$ cat src/rtl/cmul_rr_arbiter.sv
// Round-robin arbiter that shares one external complex multiplier between NUM_REQ requesters.
// Two-stage elastic pipeline: operand registers feed the cmul, result registers capture its output.

module cmul_rr_lane #(
  parameter int NUM_REQ = 4,
  parameter int IDX     = 0,
  localparam int ID_W   = $clog2(NUM_REQ)
) (
  input  logic [ID_W-1:0]    i_ptr,
  input  logic [NUM_REQ-1:0] i_valid,
  output logic               o_grant
);
  logic [ID_W:0] w_pos;
  logic          w_seen;
  logic          w_blocked;

  // Walk from i_ptr+1; this lane wins if it is valid and nobody earlier in the walk is.
  always_comb begin
    w_pos     = '0;
    w_seen    = 1'b0;
    w_blocked = 1'b0;
    o_grant   = 1'b0;
    for (int d = 1; d <= NUM_REQ; d++) begin
      w_pos = {1'b0, i_ptr} + (ID_W+1)'(d);
      if (w_pos >= (ID_W+1)'(NUM_REQ)) w_pos = w_pos - (ID_W+1)'(NUM_REQ);
      if (!w_seen) begin
        if (w_pos[ID_W-1:0] == ID_W'(IDX)) begin
          w_seen  = 1'b1;
          o_grant = i_valid[IDX] & ~w_blocked;
        end else begin
          w_blocked = w_blocked | i_valid[w_pos[ID_W-1:0]];
        end
      end
    end
  end
endmodule

module cmul_rr_arbiter #(
  parameter int DATA_WIDTH = 8,
  parameter int NUM_REQ    = 4,
  localparam int ID_W      = $clog2(NUM_REQ)
) (
  input  logic                          clk,
  input  logic                          rst,
  input  logic [NUM_REQ-1:0]            req_valid,
  output logic [NUM_REQ-1:0]            req_ready,
  input  logic [NUM_REQ*DATA_WIDTH-1:0] req_a_real,
  input  logic [NUM_REQ*DATA_WIDTH-1:0] req_a_imag,
  input  logic [NUM_REQ*DATA_WIDTH-1:0] req_b_real,
  input  logic [NUM_REQ*DATA_WIDTH-1:0] req_b_imag,
  output logic [DATA_WIDTH-1:0]         mul_a_real,
  output logic [DATA_WIDTH-1:0]         mul_a_imag,
  output logic [DATA_WIDTH-1:0]         mul_b_real,
  output logic [DATA_WIDTH-1:0]         mul_b_imag,
  input  logic [DATA_WIDTH-1:0]         mul_y_real,
  input  logic [DATA_WIDTH-1:0]         mul_y_imag,
  output logic                          rsp_valid,
  input  logic                          rsp_ready,
  output logic [ID_W-1:0]               rsp_id,
  output logic [DATA_WIDTH-1:0]         rsp_y_real,
  output logic [DATA_WIDTH-1:0]         rsp_y_imag
);
  logic [NUM_REQ-1:0][DATA_WIDTH-1:0] w_ar, w_ai, w_br, w_bi;
  logic [NUM_REQ-1:0]                 w_grant;
  logic [ID_W-1:0]                    w_gid;
  logic                               w_rsp_can, w_op_can, w_accept;

  logic                  r_op_valid;
  logic [ID_W-1:0]       r_op_id;
  logic [ID_W-1:0]       r_ptr;
  logic [DATA_WIDTH-1:0] r_mul_ar, r_mul_ai, r_mul_br, r_mul_bi;
  logic                  r_rsp_valid;
  logic [ID_W-1:0]       r_rsp_id;
  logic [DATA_WIDTH-1:0] r_rsp_yr, r_rsp_yi;

  assign w_ar = req_a_real;
  assign w_ai = req_a_imag;
  assign w_br = req_b_real;
  assign w_bi = req_b_imag;

  for (genvar g = 0; g < NUM_REQ; g++) begin : g_lane
    cmul_rr_lane #(.NUM_REQ(NUM_REQ), .IDX(g)) u_lane (
      .i_ptr   (r_ptr),
      .i_valid (req_valid),
      .o_grant (w_grant[g])
    );
  end

  always_comb begin
    w_gid = '0;
    for (int i = 0; i < NUM_REQ; i++)
      if (w_grant[i]) w_gid = ID_W'(i);
  end

  assign w_rsp_can = ~r_rsp_valid | rsp_ready;
  assign w_op_can  = ~r_op_valid | w_rsp_can;
  // Held low during reset so nothing is handed a ready while state is being cleared.
  assign req_ready = (w_op_can && !rst) ? w_grant : '0;
  assign w_accept  = |(req_valid & req_ready);

  always_ff @(posedge clk or posedge rst) begin
    if (rst) begin
      r_op_valid  <= 1'b0;
      r_op_id     <= '0;
      r_ptr       <= ID_W'(NUM_REQ-1);
      r_mul_ar    <= '0;
      r_mul_ai    <= '0;
      r_mul_br    <= '0;
      r_mul_bi    <= '0;
      r_rsp_valid <= 1'b0;
      r_rsp_id    <= '0;
      r_rsp_yr    <= '0;
      r_rsp_yi    <= '0;
    end else begin
      if (w_rsp_can) begin
        r_rsp_valid <= r_op_valid;
        if (r_op_valid) begin
          r_rsp_id <= r_op_id;
          r_rsp_yr <= mul_y_real;
          r_rsp_yi <= mul_y_imag;
        end
      end
      // mul_* only move on an accept so the cmul inputs stay quiet when idle.
      if (w_op_can) begin
        r_op_valid <= w_accept;
        if (w_accept) begin
          r_op_id  <= w_gid;
          r_ptr    <= w_gid;
          r_mul_ar <= w_ar[w_gid];
          r_mul_ai <= w_ai[w_gid];
          r_mul_br <= w_br[w_gid];
          r_mul_bi <= w_bi[w_gid];
        end
      end
    end
  end

  assign mul_a_real = r_mul_ar;
  assign mul_a_imag = r_mul_ai;
  assign mul_b_real = r_mul_br;
  assign mul_b_imag = r_mul_bi;
  assign rsp_valid  = r_rsp_valid;
  assign rsp_id     = r_rsp_id;
  assign rsp_y_real = r_rsp_yr;
  assign rsp_y_imag = r_rsp_yi;
endmodule

$ cat config.mk
export PLATFORM = sky130hd
export DESIGN_NAME = cmul_rr_arbiter
export DESIGN_NICKNAME = d
export VERILOG_FILES = /design/src/rtl/cmul_rr_arbiter.sv
export SDC_FILE = /design/constraint.sdc
export NUM_CORES = 1
export LEC_CHECK = 0
export ABC_CLOCK_PERIOD_IN_PS = 4400
export CORE_ASPECT_RATIO = 1.4
export CORE_MARGIN = 10
export CORE_UTILIZATION = 41
export CTS_CLUSTER_DIAMETER = 50
export CTS_CLUSTER_SIZE = 28
export DETAILED_ROUTE_END_ITERATION = 8
export GPL_TIMING_DRIVEN = 0
export PLACE_DENSITY = 0.87
export SKIP_CTS_REPAIR_TIMING = 1
export SYNTH_ARGS = -nofsm -noshare
export SYNTH_HDL_FRONTEND = slang
export SYNTH_SLANG_ARGS = --single-unit
$ cat constraint.sdc
create_clock -name clk -period 4.4 [get_ports clk]
set_input_delay 0.88 -clock clk [delete_from_list [all_inputs] [get_ports clk]]
set_output_delay 0.88 -clock clk [all_outputs]
set_load 0.01 [all_outputs]
==> results.cfg <==
[power]
p_total_w = 0.00419
peakVddDrop_uv = 426
powerDensity_nw_per_um2 = 717
leakagePower_nw = 2.30

[die]
core_area_um2 = 8200
pin_count = 206
die_area_um2 = 12500
rows = 39
start_util_pct = 42.0
die_h_um = 128
chipWidth_um = 97.5

[global_routing]
grt_pass1_vias = 3916
antenna_found_initial = 0
grt_start_max_net_pins = 31
grt_pass1_wl_mm = 22.2
grt_overflow_total = 0
track_usage_pct = 22.0

[final_layout]
fillers = 610
area.sequential_um2 = 1400
drive_gt1_share_pct = 12.7
multiInputGateArea_um2 = 1840
final_nets = 708
syn_to_final_growth_pct = 69.8
antennaDiodeCount = 0

[clock_network]
clock_sink_count = 56
htree_num_levels = 2
clock-root-buffer = clkbuf_16
cts.clk_slew.worst_paths_ns = 0.08
ctsLongestPathBuffers = 2
numCtsBuffers = 5
cts_tree = built
clock_latency_ns = 0.30

[critical_path]
worst-r2r-cell-count = 12
rrSetupSlack_ns = 1.29
critical_path_peak_fanout = 10
critical_path_class = reg2out
startpoint_type = flip-flop
crit_slowest_cell = dfstp_2
max_stage_delay_ns = 0.59
cp_data_arrival_time_ns = 3.35
r2r_start = r_ptr[0]$_DFFE_PP1P_
endpoint_kind = primary output
worstPathRequired_ns = 3.52
reg2reg_to = mul_b_imag[3]$_DFFE_PP0P_
crit_chain = buf_6, inv_1, ha_1, clkbuf_4, mux4_2, o21ai_0, and4_1, clkbuf_4, buf_6, and2_1, clkdlybuf4s50_1

[synth]
synth_top_area_share_pct = 39.2
synthCells = 333
synth_top_family_by_area = compound AO/OA/AOI/OAI gates
synth-xor-area-share_pct = 0
syn_avg_cell_area_um2 = 10.3
synthMuxAreaShare_pct = 8.14
synthesis.nets = 492
synth_top_area_cell = dfrtp_1
synth_compound_area_share_pct = 24.2
synth_async_sr_flop_share_pct = 100
yosys_register_bits = 56
synthAdderAreaFrac_pct = 2.91
seq_area_frac_synth_pct = 40.8
synthSimpleGateAreaFrac_pct = 17.9
synthFlopType = dfrtp_1
synth_area_leaders = dfrtp_1, o221a_1, nand3_1
syn_area_um2 = 3440
synth_edf_count = 0
ys_types = 43
yosysWarningCount = 0

[status]
status = completed

[placement]
dp_slack_ns = 0.0627
routabilityCongestion = 0.888
place_hpwl_mm = 11.7
port_buffers = 205

[detailed_routing]
drc = 0
ant_nets = 0
routed_via_density = 5.66
wire_per_inst_um = 22.5
vias = 3688
drtIter0Drc = 126
dr.pass1.iters = 4
wl_mm = 14.7

[sta]
min_period_ns = 4.23
fin_ws_ns = 0.169
worst_slew_pin_slew_ns = 0.873
rsz0062_at_grt = no
max_slew_margin_pct = 41.8
fmax_mhz = 236
hold_viol_final = 0
skew_ns = 0.00784
finalMaxSlewViolations = 0
post-route-period-util_pct = 96.2
finalSetupViolCount = 0

[hold_path]
min_to = r_op_id[0]$_DFFE_PP0P_
whs_path_depth = 2
min_from = r_op_id[0]$_DFFE_PP0P_
hold_class = reg2reg

[flow_run]
drv_cap = 0
==> per-layer routing <==
layer  vias up  part of all wire (%)  track usage [%]  routed length, µm
li1       1701                     -                -                  -
met2       150                    53             40.7               7860
met5         -                     0                0                  0
met1      1809                    35             22.6               5170
met3        28                   8.0             6.59               1180
met4         0                   3.3             8.83                491
==> power breakdown <==
| group | internal [W] | switching [W] | leakage [nW] |
|---|---|---|---|
| Combinational | 0.00151 | 0.00130 | 1.59 |
| Sequential | 0.000801 | 0.000155 | 0.647 |
| Clock | 0.000216 | 0.000210 | 0.0708 |
==> cells in the final DEF, fill, tap and decap left out, types with 3 or more instances in the layout <==
cell             count
clkdlybuf4s50_1    204
nand3_1             64
dfrtp_1             54
nand2_1             44
o22a_1              32
o221a_1             30
mux2_2              18
buf_2               10
buf_6                8
ha_1                 8
clkbuf_1             7
buf_4                6
clkbuf_16            5
o21ai_0              4
nor2_1               4
nor2b_1              3
nand2b_1             3
mux4_2               3
inv_1                3
==> per-stage QoR <==
stage / hold slack, ns / instances / instance area (µm²) / setup TNS [ns] / util (%)
after floorplan: 0.442 / 333 / 3440 / 0 / -
after global placement: 0.464 / 640 / 5620 / -3.28 / 68.6
after detailed placement: 0.481 / 641 / 5640 / 0 / 68.8
after CTS: 0.499 / 649 / 5790 / -0.179 / 70.7
after global routing: 0.518 / 652 / 5850 / 0 / 71.3
final: 0.498 / 652 / 5850 / 0 / 71.3
==> state kept, by name, summed over array words and instances, names as in the netlist <==
name        cells
rsp_y_real      8
r_op_id         2
mul_a_real      8
r_ptr           2
rsp_y_imag      8
mul_a_imag      8
r_op_valid      1
rsp_valid       1
mul_b_real      8
rsp_id          2
mul_b_imag      8
==> critical path, delay by kind of cell, from the launching register on <==
kind | cells | cell delay [ns]
AOI/OAI and AO/OA | 1 | 0.14
adders and majority gates | 1 | 0.30
DFF | 1 | 0.59
muxes | 1 | 0.32
and+or+nand+nor | 2 | 0.31
buffers and inverters | 6 | 1.37
==> how the worst max path moves through the flow <==
stage | startpoint | endpoint | cells after the start
after floorplan | rst | req_ready[1] | 3
after global placement | rst | req_ready[1] | 5
after detailed placement | req_valid[0] | req_ready[2] | 8
after CTS | r_ptr[0]$_DFFE_PP1P_ | req_ready[3] | 10
after global routing | r_ptr[0]$_DFFE_PP1P_ | req_ready[2] | 11
final | r_ptr[0]$_DFFE_PP1P_ | req_ready[2] | 11
==> cell families after synthesis <==
group,count (synthesis)
DFF,56
muxes,22
and+or+nand+nor,127
AOI/OAI and AO/OA,84
buffers and inverters,36
adders and majority gates,8
==> Yosys cell counts, drive strengths merged, types with 4 or more instances <==
cell and n:
nand3 64, dfrtp 54, nand2 45, o221a 32, o22a 32, buf 23, mux2 18, clkbuf 8
ha 8, inv 5, nor2 5, o21ai 4
==> cell type report <==
type                            instances  share of cell area [%]
Tap cell                              102                    2.18
Buffer                                 31                    3.55
Multi-Input combinational cell        241                    31.5
Clock buffer                            5                    2.14
Clock inverter                          3                   0.428
Timing Repair Buffer                  209                    35.9
Sequential cell                        56                    24.0
Inverter                                5                   0.321
Note: power is estimated with default switching activity, not from simulation.
